**config.mk**
```make
export PLATFORM = sky130hd
export DESIGN_NAME = par_gen_fifo
export DESIGN_NICKNAME = d
export VERILOG_FILES = /design/src/rtl/par_gen_fifo.sv
export SDC_FILE = /design/constraint.sdc
export NUM_CORES = 1
export LEC_CHECK = 0
export CORE_ASPECT_RATIO = 1.2
export CORE_MARGIN = 2
export CORE_UTILIZATION = 40
export DETAILED_ROUTE_END_ITERATION = 10
export PLACE_DENSITY = 0.6
export SYNTH_ARGS = -nofsm -noshare
export SYNTH_HDL_FRONTEND = slang
export SYNTH_SLANG_ARGS = --single-unit
```
**constraint.sdc**
```tcl
create_clock -name clk -period 2.34 [get_ports clk]
set_input_delay 0.468 -clock clk [delete_from_list [all_inputs] [get_ports clk]]
set_output_delay 0.468 -clock clk [all_outputs]
set_load 0.01 [all_outputs]
```
**src/rtl/par_gen_fifo.sv**
```systemverilog
// rtl/par_gen_fifo.sv - even-parity generating FIFO; PAR_FIFO_ERR_INJ_EN adds the err_inj port
module par_gen_fifo #(
    parameter int WIDTH = 32,
    parameter int DEPTH = 8
) (
    input  logic                   clk,
    input  logic                   rst_,
    input  logic                   wr_valid,
    output logic                   wr_ready,
    input  logic [WIDTH-1:0]       wr_data,
`ifdef PAR_FIFO_ERR_INJ_EN
    input  logic                   err_inj,
`endif
    output logic                   rd_valid,
    input  logic                   rd_ready,
    output logic [WIDTH-1:0]       data,
    output logic                   parity,
    output logic [$clog2(DEPTH):0] level
);
    localparam int AW = $clog2(DEPTH);
    localparam logic [AW:0] FULL_LVL = (AW+1)'(DEPTH);

    logic [WIDTH:0]  mem_q [DEPTH];
    logic [AW-1:0]   wr_ptr_q, wr_ptr_d;
    logic [AW-1:0]   rd_ptr_q, rd_ptr_d;
    logic [AW:0]     level_q, level_d;
    logic            push, pop, par_bit;

    assign wr_ready = (level_q != FULL_LVL);
    assign rd_valid = (level_q != '0);
    assign push     = wr_valid && wr_ready;
    assign pop      = rd_valid && rd_ready;
    assign level    = level_q;

`ifdef PAR_FIFO_ERR_INJ_EN
    assign par_bit = (^wr_data) ^ err_inj;
`else
    assign par_bit = ^wr_data;
`endif

    // Head entry is always driven from storage, so the parity pair stays consistent even when empty.
    assign {parity, data} = mem_q[rd_ptr_q];

    always_comb begin
        wr_ptr_d = wr_ptr_q;
        rd_ptr_d = rd_ptr_q;
        level_d  = level_q;
        if (push) begin
            wr_ptr_d = wr_ptr_q + 1'b1;
        end
        if (pop) begin
            rd_ptr_d = rd_ptr_q + 1'b1;
        end
        if (push && !pop) begin
            level_d = level_q + 1'b1;
        end else if (pop && !push) begin
            level_d = level_q - 1'b1;
        end
    end

    always_ff @(posedge clk or negedge rst_) begin
        if (!rst_) begin
            wr_ptr_q <= '0;
            rd_ptr_q <= '0;
            level_q  <= '0;
        end else begin
            wr_ptr_q <= wr_ptr_d;
            rd_ptr_q <= rd_ptr_d;
            level_q  <= level_d;
        end
    end

    always_ff @(posedge clk or negedge rst_) begin
        if (!rst_) begin
            for (int i = 0; i < DEPTH; i++) begin
                mem_q[i] <= '0;
            end
        end else if (push) begin
            mem_q[wr_ptr_q] <= {par_bit, wr_data};
        end
    end
endmodule
```
; ---- Word level (Yosys, flattened, before mapping)
; Index checks and enable logic that the tools add are counted.
[totals]
register_bits = 274
in_bits = 36
out_inout_bits = 39
wordCells = 39
[op_classes]
n_addsub = 4
magnitude_cmp = 3
n_eq_ne = 1
mux = 8
n_bitwise = 2
reduce_logical = 10
[op_table]
columns = cell, n
row1 = 264-bit bitwise mux, 1
row2 = 33-bit binary-select mux with 3-bit select, 1
row3 = 33-bit demux with 3-bit select, 1
row4 = 33-bit two-way mux, 3
row5 = 32-bit parity, 1
row6 = 4-bit >= comparator (second input constant), 2
row7 = 4-bit two-way mux, 2
row8 = 3-bit inverter with 4-bit output, 2
row9 = 3-bit by 1-bit adder with 3-bit output (second input constant), 2
row10 = 1-bit logical AND, 5
row11 = 4-bit by 1-bit adder with 4-bit output (second input constant), 1
row12 = 4-bit by 1-bit < comparator with 1-bit output (second input constant), 1
row13 = 4-bit != test (second input constant), 1
row14 = 4-bit nonzero test, 1
row15 = 4-bit by 1-bit subtractor with 4-bit output (second input constant), 1
row16 = 1-bit logical NOT, 2
row17 = 2-bit nonzero test, 1

; ---- Depth between registers and ports, before layout
[depth]
word_depth = 6
mapped_depth = 12
mapped_depth_nobuf = 11

; ---- Least setup slack after synthesis
; OpenSTA, ideal clock, no wires.
[synth_timing]
kind = register -> register
startpoint = register level_q[1] (netlist: level[1])
endpoint = register level_q[3] (netlist: level[3])
setup_ps = 127
arrival_ps = 2260
required_ps = 2213
setup_slack_ps = -47
stages_incl_launch_ff = 13
n_path_buf = 1
period_less_slack_ps = 2387
path_cell_list = dfrtp_1 nor3_2 nand2_1 and2_1 buf_4 ha_1 inv_1 ha_1 a21o_1 a21oi_1 xnor2_1 nor2_1 xor2_1
[synth_via]
elab_chain_len = 5
[synth_lines]
columns = item, line
row1 = from (decl), 26  ; logic [AW:0] level_q, level_d;
row2 = from (signal assigned), 69  ; level_q <= level_d;
row3 = 4-bit != test *, 29  ; assign wr_ready = (level_q != FULL_LVL);
row4 = named net wr_ready, 9  ; output logic wr_ready,
row5 = 1-bit logical AND *, 31  ; assign push = wr_valid && wr_ready;
row6 = named net push, 27  ; logic push, pop, par_bit;
row7 = 1-bit logical NOT, 56  ; end else if (pop && !push) begin
row8 = 1-bit logical AND, 56
row9 = 2-bit nonzero test (no line), n/a
; The timed path passes the listed nets; every way through them passes the cells marked *. The select of a mux whose other input is x is not followed.
; A chain may end at the register's enable or synchronous reset.

; ---- Worst setup path after layout
[layout_timing]
startpoint = register rd_ptr_q[0]
endpoint = output port parity
[layout_via]
elab_chain_len = 4
[layout_lines]
columns = item, line
row1 = from (decl), 25  ; logic [AW-1:0] rd_ptr_q, rd_ptr_d;
row2 = from (signal assigned), 68  ; rd_ptr_q <= rd_ptr_d;
row3 = 3-bit inverter with 4-bit output (implied by the code), 42  ; assign {parity, data} = mem_q[rd_ptr_q];
row4 = 33-bit binary-select mux with 3-bit select, 42
row5 = 33-bit two-way mux (implied by the code) (2 in series), 42
row6 = to (decl), 17  ; output logic parity,
; Every way passes these cells. The select of a mux whose other input is x is not followed.

==> results.cfg <==
[yosys]
synth_largest_area_cell = dfrtp_1
yosys_cell_types = 29
netlist_area_before_placement_um2 = 12800
mappedNetlistNets = 831
synth.area.top_cells = dfrtp_1 54%, mux2_2 24%, mux4_2 12%
seq_area_frac_synth = 0.536
synthCells = 789
postSynthAreaPerCell_um2 = 16.2
yosys_register_bits = 274
synthDominantCellAreaShare = 0.536
warning_count_from_the_yosys_run = 0

[setup_path]
ff2ff_setup_slack_ns = 0.18
critical_path.reg2reg.endpoint = level[3]
crit_path_max_fanout = 8
critPathKind = flop to output pin
crit_path_end_kind = output pin
timing.critical_path.from = rd_ptr_q[0]
crit_start_category = flop
reg2regPathDepth = 11
reg_to_reg_critical_path_startpoint = level[2]
crit_end = parity
critPathRequiredTime_ns = 1.87
arrival_ns = 2.33

[clock_tree]
clkLatencyLatePin_ns = 0.55
cts_inserted_buffers = 29
clock_root_cell = clkbuf_16
cts.sinks = 274
tritoncts = done
clk_path_buf_depth = 3
h-tree-depth = 1
clk_transition_reported_paths_ns = 0.06

[die]
die_x_um = 167
die_height_um = 200
start_util = 0.407
rows = 71
floorplan.die_area_um2 = 33400
num_io_pins = 75
placeableCoreArea_um2 = 31400

[run]
max_cap_viols = 0

[status]
status = finished with violations
failing_checks = DRC, setup timing

[drt]
dr_wl_met3_um = 833
via_count = 7074
met1_length_mm = 12.1
number_of_design_rule_violations_left_by_the_first_detailed_router_iteration = 297
routed_wirelength_mm = 29.2
dr_vias_cell = 5.28
wire_per_inst_um = 21.8
post-route-drc-count = 6
top_layer = met4
ant_nets = 0
wl_met2_mm = 15.8
drt_pass1_iterations = 7

[placement]
minimum_setup_slack_after_placement_ns = -0.255
place_congestion = 0.723
placement.io_buffers = 74
detailedPlacementHpwl_mm = 18.4

[hold_path]
hold_path_class = primary input to async pin

[timing]
slew_violations = 0
hold_violations = 0
final.setup.worst_slack_ns = -0.461
slew_headroom = 0.645
layout_min_cycle_time_ns = 2.80
setup-tns-final_ns = -13.40
grt_setup_unrepaired = true
tightestPinTransition_ns = 0.533
max_fclk_mhz = 357
finalClockSkew_ns = 0.00559
min_period_over_period = 1.20
setup_viol_count_final = 33

[finish]
final_common_cell = dfrtp_1
mostFrequentLayoutCells = 269 x dfrtp_1, 248 x mux2_2, 66 x mux4_2
antenna_cells = 0
area.growth.synth_to_final_pct = 23.9
multiInputGateArea_um2 = 5590
area.sequential_um2 = 6870
final_net_count = 958
share_of_the_core_filled_with_cells = 0.504
fillers = 2667
drive_above_1_share = 0.581

[grt]
groute.usage.overall = 0.181
grt_first_pass_wirelength_mm = 46.8
grt-ovfl-total = 0
vias_in_the_first_global_route = 8074
initial_antenna_violation_count = 0
maximum_number_of_pins_on_one_net_before_global_route_repair = 66

[power_and_ir_drop]
pleak_nw = 6.84
fin_total_pwr_mw = 24.8
vdd.ir_drop.worst_uv = 767
pwr_density_cell_nw_per_um2 = 1570
-- kinds of logic after synthesis --
logic type,synth area share
AOI/OAI and AO/OA,0.00137
and+or+nand+nor,0.0105
buffers and inverters,0.0381
xor gates and xnor gates,0.0273
muxes,0.380
adders and majority gates,0.00646
DFF,0.536
-- layout make-up --
class | count | share of cell area
clock inverters | 17 | 0.00908
multi-input cells | 435 | 0.353
flip-flops and latches | 274 | 0.433
repair buffers | 175 | 0.124
clock buffers | 37 | 0.0496
inverters | 1 | 0.000237
well taps | 401 | 0.0316
-- report_power, final --
part	internal, mW	switching [mW]
logic	7.56	4.33
registers	7.17	1.28
clock network	2.59	1.88
-- timing repair --
action                                 in CTS  in global routing
gates resized for setup                   194                 29
pin swaps                                   0                  1
setup endpoints to repair                  34                 35
hold buffers                                1                  0
buffers inserted                           19                  8
cloned                                      4                  0
endpoints found under the hold margin      56                  0
-- sequential cells by signal (all words and copies together) (netlist names) --
| register | cells |
|---|---|
| rd_ptr_q | 3 |
| mem_q | 264 |
| wr_ptr_q | 3 |
| level | 4 |
-- synth_stat cells (all sizes together) --
master  number
a21o         1
a21oi        1
and2         1
buf         67
clkbuf      12
dfrtp      274
fa           1
ha           5
inv          1
mux2       300
mux4        66
nand2        7
nand2b       1
nand3        5
nand4        1
nor2         2
nor2b        3
nor3         1
o21ai        1
xnor2       34
xor2         5
-- layer usage --
| metal | up-vias | track usage |
|---|---|---|
| met4 | 0 | 0.0441 |
| met3 | 44 | 0.0237 |
| li1 | 3145 | - |
| met5 | - | 0 |
| met2 | 92 | 0.338 |
| met1 | 3793 | 0.223 |
-- worst max-delay path, cell delays in order, from the launching register on --
cell and delay, ns:
dfrtp_4 0.51, buf_4 0.15, buf_12 0.13, buf_4 0.14, mux4_2 0.43, mux2_4 0.29
buf_6 0.13
-- worst min path at each step --
stage                     startpoint  slack [ns]           to
after floorplan                 rst_        0.17     level[0]
after global placement          rst_        0.44   mem_q[104]
after detailed placement        rst_        0.46    mem_q[71]
after CTS                       rst_        0.48  rd_ptr_q[0]
after global routing      mem_q[141]        0.51   mem_q[141]
final                           rst_        0.48    mem_q[71]
-- stage by stage --
stage,cell area (um2),hold slack (ns),std cells
4_1_cts,15800,0.482,1335
2_1_floorplan,12800,0.172,789
3_5_place_dp,14400,0.457,1258
3_3_place_gp,14400,0.442,1258
6_report,15900,0.475,1340
5_1_grt,15900,0.507,1340
Note: power is estimated with default switching activity, not from simulation.
